===== config.mk =====
export PLATFORM = sky130hd
export DESIGN_NAME = boot_loader
export DESIGN_NICKNAME = d
export VERILOG_FILES = /design/src/rtl/boot_loader.sv
export SDC_FILE = /design/constraint.sdc
export NUM_CORES = 1
export LEC_CHECK = 0
export ABC_AREA = 1
export CORE_AREA = 8 8 122 79
export CTS_CLUSTER_DIAMETER = 200
export DETAILED_ROUTE_END_ITERATION = 6
export DIE_AREA = 0 0 130 87
export PLACE_DENSITY = 0.8
export SYNTH_ARGS = -nofsm -noshare
export SYNTH_HDL_FRONTEND = slang
export SYNTH_SLANG_ARGS = --single-unit
export TNS_END_PERCENT = 50

===== constraint.sdc =====
create_clock -name clk -period 2.07 [get_ports clk]
set_input_delay 0.414 -clock clk [delete_from_list [all_inputs] [get_ports clk]]
set_output_delay 0.414 -clock clk [all_outputs]
set_load 0.005 [all_outputs]

===== src/rtl/boot_loader.sv =====
// rtl/boot_loader.sv - framed byte-stream image loader that holds the core in reset until loaded
// Optional trailing checksum byte is enabled by defining BOOT_CHECKSUM_EN.
module boot_loader #(
  parameter int ADDR_W = 14
) (
  input  logic              clk,
  input  logic              resetn,
  input  logic              in_valid,
  input  logic [7:0]        in_data,
  output logic              in_ready,
  output logic              mem_we,
  output logic [ADDR_W-1:0] mem_addr,
  output logic [31:0]       mem_wdata,
  output logic              core_resetn,
  output logic              done,
  output logic              error,
  output logic [ADDR_W-2:0] word_cnt
);

  localparam logic [16:0]       MAX_WORDS = 17'(1) << (ADDR_W - 2);
  localparam logic [ADDR_W-2:0] CNT_ONE   = 1;

  typedef enum logic [2:0] {IDLE, LEN0, LEN1, DATA, WRITE, CSUM, DONE, ERR} state_t;

`ifdef BOOT_CHECKSUM_EN
  localparam state_t FINAL = CSUM;
`else
  localparam state_t FINAL = DONE;
`endif

  state_t            state, state_nxt;
  logic [7:0]        len_lo;
  logic [15:0]       len;
  logic [ADDR_W-2:0] cnt;
  logic [1:0]        idx;
  logic [31:0]       asm_word;
  logic              xfer;
  logic [15:0]       len_in;
  logic              last_word;

  assign xfer      = in_valid && in_ready;
  assign len_in    = {in_data, len_lo};
  assign last_word = (16'(cnt) + 16'd1) == len;

`ifdef BOOT_CHECKSUM_EN
  logic [7:0] csum;

  // Running XOR over LEN_LO, LEN_HI and every data byte of the current frame.
  always_ff @(posedge clk) begin
    if (resetn || state == IDLE) begin
      csum <= '0;
    end else if (xfer && (state == LEN0 || state == LEN1 || state == DATA)) begin
      csum <= csum ^ in_data;
    end
  end
`endif

  always_ff @(posedge clk) begin
    if (resetn) begin
      state <= IDLE;
    end else begin
      state <= state_nxt;
    end
  end

  always_comb begin
    state_nxt = state;
    case (state)
      IDLE:  if (xfer && in_data == 8'hA5) state_nxt = LEN0;
      LEN0:  if (xfer) state_nxt = LEN1;
      LEN1: begin
        if (xfer) begin
          if ({1'b0, len_in} > MAX_WORDS) begin
            state_nxt = ERR;
          end else if (len_in == 16'd0) begin
            state_nxt = FINAL;
          end else begin
            state_nxt = DATA;
          end
        end
      end
      DATA:  if (xfer && idx == 2'd3) state_nxt = WRITE;
      WRITE: state_nxt = last_word ? FINAL : DATA;
`ifdef BOOT_CHECKSUM_EN
      CSUM:  if (xfer) state_nxt = (in_data == csum) ? DONE : ERR;
`endif
      default: state_nxt = state;
    endcase
  end

  // WRITE never overlaps an accepted byte because in_ready is low there.
  always_ff @(posedge clk) begin
    if (resetn) begin
      len_lo   <= '0;
      len      <= '0;
      cnt      <= '0;
      idx      <= '0;
      asm_word <= '0;
    end else if (xfer) begin
      case (state)
        LEN0: len_lo <= in_data;
        LEN1: begin
          len <= len_in;
          cnt <= '0;
          idx <= '0;
        end
        DATA: begin
          asm_word[8*idx +: 8] <= in_data;
          idx                  <= idx + 2'd1;
        end
        default: ;
      endcase
    end else if (state == WRITE) begin
      cnt <= cnt + CNT_ONE;
    end
  end

  always_comb begin
    in_ready    = 1'b0;
    mem_we      = 1'b0;
    mem_addr    = '0;
    mem_wdata   = '0;
    core_resetn = 1'b1;
    done        = 1'b0;
    error       = 1'b0;
    word_cnt    = '0;
    if (!resetn) begin
      word_cnt = cnt;
      case (state)
        IDLE, LEN0, LEN1, DATA, CSUM: in_ready = 1'b1;
        WRITE: begin
          mem_we    = 1'b1;
          mem_addr  = {cnt[ADDR_W-3:0], 2'b00};
          mem_wdata = asm_word;
        end
        DONE: begin
          core_resetn = 1'b0;
          done        = 1'b1;
        end
        ERR: error = 1'b1;
        default: ;
      endcase
    end
  end

endmodule


Word-level counts from Yosys, hierarchy flattened
Index checks and enable logic that the tools add are counted.
W data, S select, Z words.
Storage, ports and cells
  bits in registers: 74
  output and inout port bits: 64
Operators by class
  reduce and logical (&&, ||, !) cells: 15
  shifts and indexed selects: 2
  add/sub/neg operators: 4
  multiplexer cells: 28
  $lt $le $gt $ge: 1
  equal/unequal tests: 15
Operator list (number)
  $mux W32: 2
  $mux W13: 4
  $neg A5 Y34: 1
  $shift A8 B34 Y32 const A: 1
  $shiftx A8 B34 Y32: 1
  $bwmux W32: 1
  $mux W14: 2
  $mux W3: 7
  $eq A14 B16 Y1: 1
  $gt A16 B13 Y1 const B: 1
  $logic_not A16 Y1: 1
  $pmux W3 S5: 1
  $add A13 B1 Y14 const B: 1
  $add A13 B1 Y13 const B: 1
  $eq A3 B3 Y1 const B: 4
  $mux W1: 10
  $reduce_and A2 Y1: 5
  $eq A8 B8 Y1 const B: 1
  $ne A2 B2 Y1 const B: 4
  $eq A3 B2 Y1 const B: 2
  $reduce_and A5 Y1: 1
  $reduce_bool A5 Y1: 1
  $reduce_or A5 Y1: 1
  $pmux W2 S2: 1
  other kinds (7): 10

Logic depth before layout (Yosys ltp)
Gate-level depths: netlist of the first run.
  word-level depth: 8
  depth in mapped cells: 15
  gate-level depth less buffers: 15

Least setup slack after synthesis of the first run
Ideal clock, no wire load.
  path kind: input to output
  from: in resetn
  to: out mem_addr[10]
  arrival: 1.393 ns
  path slack: 0.263 ns
  path buffers: 2
  cell stages on the path: 7
  path through: buf_2 -> nor2_1 -> inv_1 -> nor2_2 -> inv_1 -> clkbuf_1 -> nor2_1
Between the ends
  word-level cells in the longest chain between the ends: 1
RTL lines
  from (decl): line 7  | input logic resetn,
  $mux W14: line 127  | if (!resetn) begin
  to (decl): line 12  | output logic [ADDR_W-1:0] mem_addr,
No other way between the ends.

Worst setup path in the final report of the first run
  from: reg state[0]
  to: out mem_wdata[10]
Between the ends
  word-level cells in the longest chain between the ends: 3
RTL lines
  from (decl): line 31  | state_t state, state_nxt;
  from (signal assigned): line 62  | state <= state_nxt;
  $eq A3 B3 Y1: line 129  | case (state)
  $mux W32: line 129
  $mux W32: line 127
  to (decl): line 13  | output logic [31:0] mem_wdata,
No other way between the ends.

==> results of run 1 <==
==> what timing repair did <==
action | 4_1_cts | 5_1_grt
setup endpoints to repair | 48 | 48
cloned | 0 | 2
setup buffers | 1 | 5
pin swaps | 1 | 4
gates resized for setup | 50 | 91
==> area by class of cell <==
class / count / share of cell area
Inverter: 74 / 0.0512
Clock inverter: 3 / 0.00739
Timing Repair Buffer: 118 / 0.190
Multi-Input combinational cell: 452 / 0.407
Sequential cell: 74 / 0.274
Tap cell: 112 / 0.0258
Clock buffer: 13 / 0.0443
==> stage by stage <==
stage	cells	setup WS [ns]	total power [mW]
after global routing	846	-0.107	3.77
after detailed placement	822	-0.193	2.09
after global placement	822	-0.118	2.07
final	846	-0.0297	3.62
after CTS	839	0.00768	3.60
after floorplan	627	0.263	1.90
==> cell usage after synthesis (6+ instances only) <==
library cell	n
a21oi_1	59
clkbuf_1	15
dfxtp_1	74
ha_1	6
inv_1	68
nand2_1	133
nand3_1	32
nand3b_1	7
nand4_1	16
nor2_1	116
o21ai_0	46
==> worst min-delay path by stage <==
stage,start,end,cells past startpoint
after global placement,asm_word[11],asm_word[11],2
after CTS,resetn,state[2],4
after global routing,resetn,state[2],4
after detailed placement,asm_word[15],asm_word[15],2
after floorplan,asm_word[22],asm_word[22],2
final,resetn,state[2],4
==> power by group <==
group	switching [mW]	internal (mW)	total (mW)	leakage, nW
Combinational	0.377	0.216	0.593	1.62
Clock	0.578	0.930	1.51	0.138
Sequential	0.0401	1.48	1.52	0.598
Total	0.995	2.63	3.62	2.35
==> state kept, by name, summed over array words and instances (netlist names) <==
register,flops
asm_word,32
len,16
cnt,13
len_lo,8
state,3
idx,2
==> routing by layer <==
layer  routed length (um)  vias to the layer above  GRT usage
met5                    0                        -          0
met1                 5660                     2068      0.278
li1                     -                     2212          -
met3                 1400                       23     0.0727
met4                  189                        0     0.0723
met2                 5520                      225      0.328
==> logic make-up (layout without fill, tap and decap cells) <==
family	after synthesis	count (layout)	synth area share
adder cells (fa/ha/maj)	6	6	0.0186
AND/OR/NAND/NOR	327	327	0.357
AO/OA/AOI/OAI	117	117	0.157
flip-flops	74	74	0.368
other	1	2	0.000931
buffers and inverters	101	208	0.0978
==> worst min-delay path: cells and delay by family <==
family | cells | cell delay (ns)
buffers and inverters | 1 | 0.13
and+or+nand+nor | 3 | 0.16
==> PnR_summary.wiki, run 1 <==
{| class="wikitable"
! Metric !! Value
|-
| Buffers & Inverters on Critical Path || 4
|-
| Htree depth || 3
|-
| Clock Skew || between 0.006 and 0.007 ns
|-
| Leading register cell type out of synthesis || dfxtp_1
|-
| Antenna violations before repair || 0
|-
| DRT antenna net count || 0
|-
| Highest net fanout along the worst path || 5
|-
| Effective utilization at floorplan || 0.501
|-
| Count of final max-slew check failures || 0
|-
| Max-capacitance violation count || 0
|-
| Area growth syn-to-layout || 34.6%
|-
| Count of warnings emitted by yosys || 0
|-
| HPWL after detailed placement || 9.06 mm
|-
| Data arrival time of the critical path || approximately 1.7 ns
|-
| Final setup violating endpoints || 2
|-
| Max Clock Freq || approximately 480 MHz
|-
| Count of flip-flops with a built-in enable after synthesis || 0
|-
| Worst Hold Margin || between 0.3 and 0.4 ns
|-
| Cell count along the critical path || 8
|-
| Global-route wire length before repair || ~19 mm
|-
| Placement-stage cell area || about 5100 um^2
|-
| Worst IR Drop VDD || between 0.4 and 0.5 mV
|-
| Nets || ~750
|-
| Number of buffers inserted by port buffering || just over 70
|-
| Post-Syn Area || between 4000 and 5000 um^2
|-
| Number of clock sinks seen by CTS || between 70 and 80
|-
| Leading cell type in the layout, fill and taps excluded || nand2_1
|-
| Area used by sequential logic in the layout || 1490 um^2
|-
| P_leak || around 2.4 nW
|-
| Largest cells by area after synthesis || dfxtp_1 (37%), nand2_1 (12%), nor2_1 (11%)
|-
| Reg2Reg Launch Point || cnt[0]
|-
| Minimum clock period after layout || 2.10 ns
|-
| Sequential element share of the synthesized area || 0.368
|-
| Core region area || 8040 um^2
|-
| Number of core rows || 26
|-
| Number of buffers on the longest clock path || 2
|-
| Avg WL per Cell || approximately 15 um
|-
| Routed wire length || around 13 mm
|-
| Type of the worst setup path || reg -> out
|-
| R2R Path End || state[0]
|-
| Library cell contributing the largest single delay on the critical path || dfxtp_2
|-
| Required time of the worst setup path || between 1.5 and 2 ns
|-
| Number of hold violations in the final report || 0
|-
| Floorplan die area || 11,300 um^2
|-
| TritonCTS clock tree || yes
|-
| Unrepaired setup endpoints after global routing || yes
|-
| Clock-pin slew on the worst setup and hold paths || 0.05 ns
|-
| Total gr overflow || 0
|-
| Worst-case reg-to-reg path depth || 14
|-
| Count of inserted antenna diode cells || 0
|-
| Number of design-rule violations left by the first detailed-router iteration || 526
|-
| DRC || 0
|-
| Most used cells in the layout excluding fill and tap cells || nand2_1 (128), nor2_1 (112), dfxtp_1 (71)
|-
| GR Util All Layers || 0.215
|-
| Async set-reset flop share out of synthesis || 0
|-
| Mean number of vias per cell || around 5.4
|-
| CP Launch Type || register
|-
| Endpoint type of the worst setup path || primary output
|-
| Number of detailed-route iterations in the first pass || 5
|-
| Cell family with the largest share of critical-path delay || simple AND/OR/NAND/NOR gates
|-
| Result of the run || complete, but fails checks
|-
| Failing checks || negative setup slack
|-
| Most area-hungry cell type in the Yosys netlist || dfxtp_1
|-
| Boundary pin count || 75
|-
| Kind of path behind the tightest hold check || in -> reg
|-
| Start point of the critical path || state[0]
|-
| Chain of cells forming the critical path || nor2_2, inv_2, nor2_4, clkbuf_16, buf_8, nand2_1, nor2_1, buf_2
|-
| Slack of the worst reg-to-reg path || 0.09 ns
|-
| Number of different library cells in the post-synthesis netlist || 35
|-
| Routability-driven placement congestion ratio || between 0.9 and 1
|-
| Fraction of post-synthesis cell area in the top cell type by area || 0.368
|-
| Setup WS post-layout || -0.0297 ns
|-
| Non-Filler Cell Area, Final || 5420 um^2
|-
| Largest stage delay on the critical path || around 0.34 ns
|-
| CTS root buf || clkbuf_16
|-
| Area of the multi-input gates || between 2000 and 2500 um^2
|-
| Height of the die || roughly 87 um
|-
| Maximum number of pins on one net before global-route repair || 35
|-
| Clock insertion delay at the later pin of the skew report || 0.34 ns
|-
| Fill cell count || around 690
|-
| Post-Synthesis Mean Instance Area || ~6.4 um^2
|-
| Clock buffers created by TritonCTS || 9
|-
| Width of the chip || 130 um
|-
| Areal power density over the cells || 668 nW/um^2
|-
| Via count of the first global-routing pass || approximately 4,000
|-
| Layout cells sized above 1 || 0.162
|-
| Total via count in the routed design || ~4,500
|-
| Critical path destination || mem_wdata[10]
|-
| Number of cells produced by synthesis || 626
|-
| Count of hold buffers inserted by post-cts repair || 0
|-
| Post-route fraction of the period consumed by the critical path || 1.01
|-
| Flops & latches, synth || 74
|-
| Final TNS setup || -0.0303 ns
|-
| Final core utilization || 0.675
|}
Power figures use the tool's default switching activity.
==> inputs of run 2 (changes only) <==
--- a/config.mk
+++ b/config.mk
@@ -6,10 +6,9 @@
 export NUM_CORES = 1
 export LEC_CHECK = 0
-export ABC_AREA = 1
-export CORE_AREA = 8 8 122 79
-export CTS_CLUSTER_DIAMETER = 200
+export CORE_AREA = 8 8 123 79
+export CTS_CLUSTER_DIAMETER = 40
 export DETAILED_ROUTE_END_ITERATION = 6
-export DIE_AREA = 0 0 130 87
-export PLACE_DENSITY = 0.8
+export DIE_AREA = 0 0 131 87
+export PLACE_DENSITY = 0.79
 export SYNTH_ARGS = -nofsm -noshare
 export SYNTH_HDL_FRONTEND = slang
==> constraint.sdc (replaced) <==
create_clock -name clk -period 2.07 [get_ports clk]
set_input_delay 0.207 -clock clk [delete_from_list [all_inputs] [get_ports clk]]
set_output_delay 0.207 -clock clk [all_outputs]
set_load 0.005 [all_outputs]
==> run 2 against run 1 <==
Net effect: largest cell class unchanged; sequential power down 6%; via count down 8.1%; the run still ends with negative setup slack left; highest routed layer unchanged; final cell count down 15%; utilization down 0.56 points; register-to-register slack worse by 0.16 ns; sequential share of layout area up 0.076 points; global-route usage up 0.75 points; clock-buffer cell count down 2; cell area about the same; setup slack worse by 0.038 ns; maximum frequency down 1.8%.
==> PnR_summary.wiki, run 2 <==
{| class="wikitable"
! Metric !! Value
|-
| Result of the run || complete, but fails checks (unchanged)
|-
| Failing checks || negative setup slack (unchanged)
|-
| Layout cells sized above 1 || 0.146 (was 0.162)
|-
| Most area-hungry cell type in the Yosys netlist || dfxtp_1 (unchanged)
|-
| Width of the chip || 131 um (was 130 um)
|-
| Htree depth || 3 (unchanged)
|-
| Cell internal pwr || 2.60 mW (was 2.63 mW)
|-
| Power spent charging and discharging nets || 0.682 mW (was 0.995 mW)
|-
| Type of the worst setup path || reg -> reg (was reg -> out)
|-
| Area growth syn-to-layout || 35.5% (was 34.6%)
|-
| Via count of the first global-routing pass || 3,844 (was 3,986)
|-
| Post-route fraction of the period consumed by the critical path || 1.03 (was 1.01)
|-
| Count of inserted antenna diode cells || 0 (unchanged)
|-
| Data arrival time of the critical path || 2.35 ns (was 1.69 ns)
|-
| Unrepaired setup endpoints after global routing || yes (unchanged)
|-
| Worst Tran Pin Value || 0.537 ns
|-
| Effective utilization at floorplan || 0.494 (was 0.501)
|-
| Main combinational cell family by area after synthesis || simple AND/OR/NAND/NOR gates (unchanged)
|-
| Final core utilization || 0.669 (was 0.675)
|-
| Endpoint type of the worst setup path || register (was primary output)
|-
| DRT antenna net count || 0 (unchanged)
|-
| Final TNS setup || -0.0679 ns (was -0.0303 ns)
|-
| Number of detailed-route iterations in the first pass || 5 (unchanged)
|-
| Number of buffers on the longest clock path || 2 (unchanged)
|-
| Mean number of vias per cell || 5.78 (was 5.35)
|-
| Clock group share of total power || 0.530 (was 0.416)
|-
| Post-Syn Area || 4000 um^2 (was 4030 um^2)
|-
| Clock Skew || 0.00457 ns (was 0.00668 ns)
|-
| Worst-case reg-to-reg path depth || 7 (was 14)
|-
| Maximum number of pins on one net before global-route repair || 70 (was 35)
|-
| Combinational Power Share || 0.035 (was 0.164)
|-
| Number of core rows || 26 (unchanged)
|-
| Adder-cell share of the synthesized area || 0.0188 (was 0.0186)
|-
| Routability-driven placement congestion ratio || 0.930 (was 0.915)
|-
| Number of buffers inserted by port buffering || 72 (unchanged)
|-
| Number of design-rule violations left by the first detailed-router iteration || 532 (was 526)
|-
| Post-synthesis simple-gate area fraction || 0.340 (was 0.357)
|-
| DRC || 0 (unchanged)
|-
| Floorplan die area || 11,400 um^2 (was 11,300 um^2)
|-
| Most numerous cell in the Yosys netlist || nand2_1 (unchanged)
|-
| Flop pwr share || 0.435 (was 0.420)
|-
| Post-synthesis share of cell area spent on xor and xnor gates || 0.0413 (was 0)
|-
| Leading register cell type out of synthesis || dfxtp_1 (unchanged)
|-
| Total gr overflow || 0 (unchanged)
|-
| HPWL after detailed placement || 9.14 mm (was 9.06 mm)
|-
| Setup WS post-layout || -0.0679 ns (was -0.0297 ns)
|-
| Number of clock sinks seen by CTS || 74 (unchanged)
|-
| Placed Cells incl. Taps || 703 (was 822)
|-
| Total via count in the routed design || 4,163 (was 4,528)
|-
| Boundary pin count || 75 (unchanged)
|-
| Avg WL per Cell || 17.7 um (was 15.1 um)
|-
| Areal power density over the cells || 605 nW/um^2 (was 668 nW/um^2)
|-
| Number of cells produced by synthesis || 524 (was 626)
|-
| Max Clock Freq || 468 MHz (was 476 MHz)
|-
| Async set-reset flop share out of synthesis || 0 (unchanged)
|-
| Most used cells in the layout excluding fill and tap cells || nand2_1 (76), clkdlybuf4s50_1 (70), dfxtp_1 (68) (was nand2_1 (128), nor2_1 (112), dfxtp_1 (71))
|-
| GR Util All Layers || 0.223 (was 0.215)
|-
| Fill cell count || 663 (was 687)
|-
| Routed wire length || 12.7 mm (was 12.8 mm)
|-
| Global-route wire length before repair || 20.2 mm (was 19.2 mm)
|-
| Instance count along the most critical hold path || 3 (was 4)
|-
| Slack of the worst reg-to-reg path || -0.07 ns (was 0.09 ns)
|-
| Required time of the worst setup path || 2.28 ns (was 1.66 ns)
|-
| Clock insertion delay at the later pin of the skew report || 0.33 ns (was 0.34 ns)
|-
| Highest net fanout along the worst path || 7 (was 5)
|-
| Largest register FFs || 32 (unchanged)
|-
| Clock-pin slew on the worst setup and hold paths || 0.06 ns (was 0.05 ns)
|-
| Count of final max-slew check failures || 0 (unchanged)
|-
| Post-Layout Cell Count || 720 (was 846)
|-
| Largest cells by area after synthesis || dfxtp_1 (37%), a21oi_1 (7.6%), nand2_1 (7.2%) (was dfxtp_1 (37%), nand2_1 (12%), nor2_1 (11%))
|-
| P_leak || 2.12 nW (was 2.35 nW)
|-
| Flops & latches, synth || 74 (unchanged)
|-
| Sequential element share of the synthesized area || 0.370 (was 0.368)
|-
| CTS root buf || clkbuf_16 (unchanged)
|-
| Leading cell type in the layout, fill and taps excluded || nand2_1 (unchanged)
|-
| Minimum clock period after layout || 2.14 ns (was 2.10 ns)
|-
| Count of flip-flops with a built-in enable after synthesis || 0 (unchanged)
|-
| Antenna violations before repair || 0 (unchanged)
|-
| Max-capacitance violation count || 0 (unchanged)
|-
| Height of the die || 87 um (unchanged)
|-
| Share of cell area taken by muxes after synthesis || 0.0225 (was 0)
|-
| Top flop regs || asm_word: 32 flops, len: 16 flops, cnt: 13 flops (unchanged)
|-
| Clock buffers created by TritonCTS || 9 (unchanged)
|-
| Post-Synthesis Mean Instance Area || 7.63 um^2 (was 6.44 um^2)
|-
| Rel. slew slack || 0.642
|-
| Count of warnings emitted by yosys || 0 (unchanged)
|-
| TritonCTS clock tree || yes (unchanged)
|-
| Worst IR Drop VDD || 0.378 mV (was 0.421 mV)
|-
| Number of different library cells in the post-synthesis netlist || 56 (was 35)
|-
| Kind of path behind the tightest hold check || in -> reg (unchanged)
|-
| Fraction of post-synthesis cell area in the top cell type by area || 0.370 (was 0.368)
|-
| Fraction of the mapped netlist area in compound gates || 0.147 (was 0.157)
|-
| Most flop-heavy register || asm_word (unchanged)
|-
| CP Launch Type || register (unchanged)
|-
| Number of hold violations in the final report || 0 (unchanged)
|-
| Core region area || 8100 um^2 (was 8040 um^2)
|-
| Nets || 620 (was 746)
|-
| Commonest cells post-synth || nand2_1 (77), dfxtp_1 (74), a21oi_1 (61), and3_1 (45), nand3_1 (40) (was nand2_1 (133), nor2_1 (116), dfxtp_1 (74), inv_1 (68), a21oi_1 (59))
|-
| Final setup violating endpoints || 1 (was 2)
|-
| Switching share of power || 0.208 (was 0.275)
|}
==> run 2: cell types whose count changed after synthesis, sizes merged, moves of 6 or more <==
cell / delta
xnor2: +13
inv: -63
nand2b: +6
clkbuf: +18
nand4: -10
mux2i: +9
nor2b: +13
nor2: -95
nand2: -63
nor3: +6
o21ai: -32
nand3: +8
and3: +46
==> run 2: per-stage QoR <==
step | cell area [um^2] | setup slack [ns] | power, mW | hold WS [ns]
after floorplan | 4000 | 0.168 | 1.51 | 0.427
after global placement | 4990 | 0.0592 | 1.57 | 0.435
after detailed placement | 4990 | 0.0259 | 1.57 | 0.443
after CTS | 5370 | -0.0000708 | 3.28 | 0.373
after global routing | 5420 | -0.0919 | 3.36 | 0.402
final | 5420 | -0.0679 | 3.28 | 0.381
==> run 2: final timing paths <==
path | start | endpoint
setup reg to reg | cnt[2] | state[0]
setup / recovery | cnt[2] | state[0]
hold reg to reg | asm_word[11] | asm_word[11]
hold / removal | resetn | cnt[10]
==> run 2: kinds of logic after synthesis <==
family | after synthesis
compound gates | 100
simple gates | 259
buf+inv | 57
other cells | 1
xor+xnor | 18
flops | 74
fa+ha+maj | 6
mux | 9
==> run 2: power by group through the flow <==
| stage | combinational, mW | clock (mW) | sequential [mW] |
|---|---|---|---|
| 2_1_floorplan | 0.0567 | 0 | 1.46 |
| 3_3_place_gp | 0.110 | 0 | 1.46 |
| 3_5_place_dp | 0.111 | 0 | 1.46 |
| 4_1_cts | 0.112 | 1.75 | 1.43 |
| 5_1_grt | 0.122 | 1.81 | 1.42 |
| 6_report | 0.116 | 1.74 | 1.43 |
==> run 2: layout make-up <==
class,instances,area [um^2],area share
clock inverters,5,85.1,0.0157
flip-flops and latches,74,1490,0.275
clock buffers,11,253,0.0466
inverters,8,30.0,0.00554
multi-input cells,394,2340,0.431
repair buffers,116,1090,0.200
well taps,112,140,0.0259
==> run 2: worst max-delay path, cell delays in order, from the launching register on <==
cell	delay, ns
dfxtp_1	0.44
buf_4	0.20
nand3_1	0.16
xnor2_1	0.24
nand3_1	0.13
a2111oi_2	0.41
nand4_1	0.19
o21a_1	0.24
==> run 2: timing repair <==
action                                  CTS  global route
hold buffers                              0             0
resized for setup                        12            12
setup buffers                             0             1
endpoints found under the setup margin   36            26
pin swaps                                 0             2
==> run 2: per-layer routing <==
layer	global-route usage	vias up	part of all wire
met3	0.0636	12	0.12
met1	0.333	1957	0.47
li1	-	1971	-
met5	0	-	0
met4	0.0435	0	0.0059
met2	0.303	223	0.41
==> inputs of run 3 (changes only) <==
==> constraint.sdc (replaced) <==
create_clock -name clk -period 2.07 [get_ports clk]
set_input_delay 0.207 -clock clk [delete_from_list [all_inputs] [get_ports clk]]
set_output_delay 0.207 -clock clk [all_outputs]
set_load 0.1 [all_outputs]
==> run 3 against run 2 <==
Net effect: the flow still finishes with violations (negative setup slack); critical path type unchanged; via count rose by 2.8%; die area did not move; global-route usage rose by 1.4 points; register-to-register slack improved by 0.02 ns; sequential cell count did not move; first-iteration DRC count rose by 8.5%; maximum frequency rose by 0.79%; power fell by 5.5%; routed wire length rose by 6.2%; cell area rose by 12%; largest power group unchanged; sequential share of layout area fell by 2.8 points; critical path depth did not move.
==> PnR_summary.wiki, run 3 (synthesis results as in run 2) <==
{| class="wikitable"
! Metric !! Value
|-
| Clock Skew || 0.00859 ns (was 0.00457 ns)
|-
| Placed Cells incl. Taps || 702 (was 703)
|-
| Area growth syn-to-layout || 51.3% (was 35.5%)
|-
| GR Util All Layers || 0.236 (was 0.223)
|-
| GRT busiest layer || met1 (unchanged)
|-
| Unrepaired setup endpoints after global routing || yes (unchanged)
|-
| Most used cells in the layout excluding fill and tap cells || nand2_1 (76), dfxtp_1 (66), buf_12 (62) (was nand2_1 (76), clkdlybuf4s50_1 (70), dfxtp_1 (68))
|-
| TritonCTS clock tree || yes (unchanged)
|-
| Floorplan die area || 11,400 um^2 (unchanged)
|-
| DRC || 0 (unchanged)
|-
| Areal power density over the cells || 512 nW/um^2 (was 605 nW/um^2)
|-
| Result of the run || complete, but fails checks (unchanged)
|-
| Number of detailed-route iterations in the first pass || 5 (unchanged)
|-
| Width of the chip || 131 um (unchanged)
|-
| Max-capacitance violation count || 0 (unchanged)
|-
| Number of clock sinks seen by CTS || 74 (unchanged)
|-
| Mean number of vias per cell || 5.93 (was 5.78)
|-
| Data arrival time of the critical path || 2.36 ns (was 2.35 ns)
|-
| GRT met1 Usage || 0.335 (was 0.333)
|-
| Routability-driven placement congestion ratio || 0.923 (was 0.930)
|-
| DRT antenna net count || 0 (unchanged)
|-
| Failing checks || negative setup slack (unchanged)
|-
| Routed wire length || 13.5 mm (was 12.7 mm)
|-
| Chain of cells forming the critical path || buf_4, xnor2_1, o211ai_1, a21boi_2, a2111oi_4, nand4_1, o21a_1 (was buf_4, nand3_1, xnor2_1, nand3_1, a2111oi_2, nand4_1, o21a_1)
|-
| Total via count in the routed design || 4,278 (was 4,163)
|-
| Number of hold violations in the final report || 0 (unchanged)
|-
| Number of core rows || 26 (unchanged)
|-
| Kind of path behind the tightest hold check || in -> reg (unchanged)
|-
| Number of buffers on the longest clock path || 2 (unchanged)
|-
| Area used by sequential logic in the layout || 1490 um^2 (about the same)
|-
| CTS root buf || clkbuf_16 (unchanged)
|-
| CP Launch Type || register (unchanged)
|-
| Htree depth || 3 (unchanged)
|-
| HPWL after detailed placement || 9.79 mm (was 9.14 mm)
|-
| Met2 Resource Use GR || 0.325 (was 0.303)
|-
| Met3 usage in global routing || 0.0935 (was 0.0636)
|-
| Clock-pin slew on the worst setup and hold paths || 0.06 ns (about the same)
|-
| Total gr overflow || 0 (unchanged)
|-
| Maximum number of pins on one net before global-route repair || 35 (was 70)
|-
| Core region area || 8100 um^2 (unchanged)
|-
| Post-route fraction of the period consumed by the critical path || 1.02 (was 1.03)
|-
| Antenna violations before repair || 0 (unchanged)
|-
| Number of buffers inserted by port buffering || 72 (unchanged)
|-
| Final setup violating endpoints || 2 (was 1)
|-
| Required time of the worst setup path || 2.31 ns (was 2.28 ns)
|-
| Setup WS post-layout || -0.0511 ns (was -0.0679 ns)
|-
| Height of the die || 87 um (unchanged)
|-
| Clock insertion delay at the later pin of the skew report || 0.34 ns (was 0.33 ns)
|-
| Global-route wire length before repair || 21.0 mm (was 20.2 mm)
|-
| Fill cell count || 550 (was 663)
|-
| Boundary pin count || 75 (unchanged)
|-
| Max Clock Freq || 471 MHz (was 468 MHz)
|-
| Largest register FFs || 32 (unchanged)
|-
| Worst IR Drop VDD || 0.486 mV (was 0.378 mV)
|-
| Effective utilization at floorplan || 0.494 (unchanged)
|-
| Via count of the first global-routing pass || 3,958 (was 3,844)
|-
| Endpoint type of the worst setup path || register (unchanged)
|-
| P_leak || 2.40 nW (was 2.12 nW)
|-
| Library cell contributing the largest single delay on the critical path || a2111oi_4 (was dfxtp_1)
|-
| Avg WL per Cell || 18.8 um (was 17.7 um)
|-
| Area of the multi-input gates || 2410 um^2 (was 2340 um^2)
|-
| Final TNS setup || -0.0705 ns (was -0.0679 ns)
|-
| Clock buffers created by TritonCTS || 9 (unchanged)
|-
| Largest stage delay on the critical path || 0.38 ns (was 0.44 ns)
|-
| Minimum clock period after layout || 2.12 ns (was 2.14 ns)
|-
| Layout cells sized above 1 || 0.271 (was 0.146)
|-
| Type of the worst setup path || reg -> reg (unchanged)
|-
| Most flop-heavy register || asm_word (unchanged)
|-
| Count of final max-slew check failures || 0 (unchanged)
|-
| Leading cell type in the layout, fill and taps excluded || nand2_1 (unchanged)
|-
| Highest net fanout along the worst path || 6 (was 7)
|-
| Post-Layout Cell Count || 721 (was 720)
|-
| Nets || 622 (was 620)
|-
| Count of inserted antenna diode cells || 0 (unchanged)
|-
| Number of design-rule violations left by the first detailed-router iteration || 577 (was 532)
|-
| Top flop regs || asm_word: 32 flops, len: 16 flops, cnt: 13 flops (unchanged)
|}
run 3: final timing paths:
kind / start / end / slack, ns / depth (start not counted)
setup / recovery: cnt[5] / state[0] / -0.05 / 7
hold / removal: resetn / cnt[2] / 0.40 / 3
setup reg to reg: cnt[5] / state[0] / -0.05 / 7
hold reg to reg: asm_word[23] / asm_word[23] / 0.45 / 2
run 3: final cells by class:
cell class              instances  area share
clock inverters                 3     0.00662
repair buffers                118       0.280
well taps                     112      0.0232
clock buffers                  12      0.0407
inverters                       8     0.00496
flip-flops and latches         74       0.246
multi-input cells             394       0.398
run 3: power breakdown:
part | total [mW] | switching [mW] | leakage, nW | internal (mW)
registers | 1.43 | 0.000764 | 0.600 | 1.42
clock network | 1.53 | 0.576 | 0.142 | 0.955
logic | 0.141 | 0.0980 | 1.66 | 0.0433
run 3: layer usage:
layer	part of all wire	wire, um
met1	0.44	6010
met2	0.42	5680
met3	0.13	1700
met4	0.011	147
met5	0	0
run 3: stage by stage:
step	hold WS, ns	setup WS [ns]	utilization	total power, mW	cell area (um^2)
after global placement	0.436	0.0551	0.693	1.59	5610
after CTS	0.376	0.0134	0.730	3.09	5910
final	0.397	-0.0511	0.747	3.10	6050
after global routing	0.418	-0.165	0.747	3.18	6050
after floorplan	0.427	-0.275	-	1.54	4020
after detailed placement	0.441	0.0129	0.693	1.59	5610
run 3: critical path: cells and delay by family, from the launching register on:
family          cells  cell delay [ns]
compound gates      4             0.99
flops               1             0.36
xor+xnor            1             0.30
buf+inv             1             0.18
simple gates        1             0.18
run 3: repair_timing:
action | in CTS | in global routing
hold buffers | 0 | 0
endpoints found under the setup margin | 37 | 37
resized for setup | 3 | 30
buffers inserted | 0 | 4
endpoints found under the hold margin | 0 | 0
pin swaps | 0 | 10
==> RTL change, RTL diff (flow settings as in run 1) <==
Put a register stage on the output `word_cnt`, with the module's reset. The value now appears one clock later. The other outputs are not delayed to match.
--- a/src/rtl/boot_loader.sv
+++ b/src/rtl/boot_loader.sv
@@ -23,2 +23,4 @@
   typedef enum logic [2:0] {IDLE, LEN0, LEN1, DATA, WRITE, CSUM, DONE, ERR} state_t;
+
+  logic [ADDR_W-2:0] word_cnt_d;
 
@@ -125,5 +127,5 @@
     error       = 1'b0;
-    word_cnt    = '0;
+    word_cnt_d  = '0;
     if (!resetn) begin
-      word_cnt = cnt;
+      word_cnt_d = cnt;
       case (state)
@@ -145,2 +147,10 @@
 
+  always_ff @(posedge clk) begin
+    if (resetn) begin
+      word_cnt <= '0;
+    end else begin
+      word_cnt <= word_cnt_d;
+    end
+  end
+
 endmodule
Behaviour: not the same (a bounded check fails within 10 cycles, from zero or initial values and one cycle with resetn high).
==> RTL change against run 1 <==
- final cell count unchanged
- worst setup slack improved by 58 ps
- sequential cell count increased by 13
- synthesized cell count increased by 2.2%
- routed wire length increased by 1.7%
- non-clock buffer count decreased by 10
- global-route usage increased by 1.2 points
- synthesized area increased by 7.4%
- fmax increased by 2.9%
- cell area increased by 3.6%
- total power increased by 13%
- sequential share of layout area increased by 3.7 points
- largest cell class unchanged
- highest routed layer unchanged
==> RTL change: results <==
set metrics [dict create \
    status "complete, no violations" \
    clk_latency_ps 340 \
    htree_num_levels 3 \
    critPathMaxFanout 7 \
    p_leak_nw 2.44 \
    grt_pass1_vias 4226 \
    avgViaCountPerCell 5.46 \
    r2r_setup_slack_ps 150 \
    place.gp.congestion 0.881 \
    worst_hold_path_type "register to register" \
    portBuffers 72 \
    ir_drop_v 0.000466 \
    final.setup_skew_ps 5.56 \
    via_count 4623 \
    clockBufferDepth 2 \
    diodes 0 \
    arrival_ps 1630 \
    drtIter0Drc 581 \
    drt_pass1_iterations 5 \
    reg.largest.list "asm_word (32), len (16)" \
    syn_inst 640 \
    synth-async-reset-ratio 0 \
    grt_max_degree 59 \
    yosys_warnings 0 \
    dp_cells 825 \
    synth-seq-area-share 0.402 \
    synth_common_cells "128 x nor2_1, 124 x nand2_1, 87 x dfxtp_1" \
    slew_headroom 0.607 \
    grt_pass1_wl_um 20400 \
    grt_use_total 0.227 \
    drive_gt1_frac 0.163 \
    nNetsFinal 746 \
    cts_root_buffer "clkbuf_16" \
    antenna_found_initial 0 \
    ys.flop_type "dfxtp_1" \
    numCtsBuffers 9 \
    synth_area_leaders "dfxtp_1 40%, nor2_1 11%, nand2_1 11%" \
    hpwl_um 9090 \
    fillCellCount 679 \
    synth_cell_type_count 33 \
    wirelength_um 13000 \
    clkTransAtPathRegs_ps 60 \
]
[RTL change: cell types whose count changed after synthesis, sizes merged, moves of 4 or more]
| cell | run 1 | this run |
|---|---|---|
| nor2 | 126 | 138 |
| dfxtp | 74 | 87 |
| a21oi | 60 | 52 |
| a31oi | 0 | 4 |
| inv | 71 | 64 |
| nand2 | 140 | 134 |
| nor3 | 3 | 8 |
[RTL change: layout make-up]
type / instances / area [um2] / share of cell area
repair buffers: 108 / 951 / 0.169
clock inverters: 2 / 12.5 / 0.00223
well taps: 112 / 140 / 0.0249
inverters: 65 / 248 / 0.0441
multi-input cells: 458 / 2240 / 0.398
flip-flops and latches: 87 / 1750 / 0.311
clock buffers: 14 / 284 / 0.0505
[RTL change: metrics by stage]
stage	instance area [um2]	setup WS, ps	hold WS (ps)
3_5_place_dp	5310	-98.2	446
6_report	5620	28.7	451
3_3_place_gp	5310	-11.5	440
2_1_floorplan	4330	69.5	429
4_1_cts	5610	9.41	454
5_1_grt	5620	-37.6	477
[RTL change: cells by family after synthesis]
logic type,count (synthesis),share of synthesized area
fa+ha+maj,6,0.0173
buf+inv,96,0.0922
other cells,1,0.000866
compound gates,113,0.141
flops,87,0.402
simple gates,337,0.346
[RTL change: path summary, 6_finish.rpt]
| check | start | endpoint | cells after the start |
|---|---|---|---|
| worst max-delay path | state[1] | mem_wdata[2] | 9 |
| worst min-delay path | len[15] | len[15] | 2 |
| worst min register to register | len[15] | len[15] | 2 |
| worst max register to register | state[0] | asm_word[6] | 9 |
[RTL change: layer usage]
layer  track usage  wire (um)  vias to the layer above
met2         0.348       5780                      204
met5             0          0                        -
met4        0.0577        123                        0
li1              -          -                     2232
met3        0.0721       1250                       15
met1         0.301       5820                     2172
[RTL change: power by group]
group	total [W]	switching (W)	leakage (nW)	internal (W)
logic	0.000727	0.000458	1.59	0.000268
clock network	0.00158	0.000637	0.145	0.000943
registers	0.00179	0.0000461	0.703	0.00174
total	0.00410	0.00114	2.44	0.00295
[RTL change: critical path, cell delays in order, from the launching register on]
cell and delay [ps]:
dfxtp_2 340, nor2_4 140, inv_4 60, nor2_4 100, buf_12 120, buf_8 120, buf_12 130, nand2_4 40
nor2_2 100, buf_2 130
[RTL change: what timing repair did]
item | CTS | global route
cloned | 2 | 0
buffers inserted | 3 | 0
gates resized for setup | 99 | 37
pin swaps | 2 | 3
hold buffers | 0 | 0
setup endpoints to repair | 48 | 54
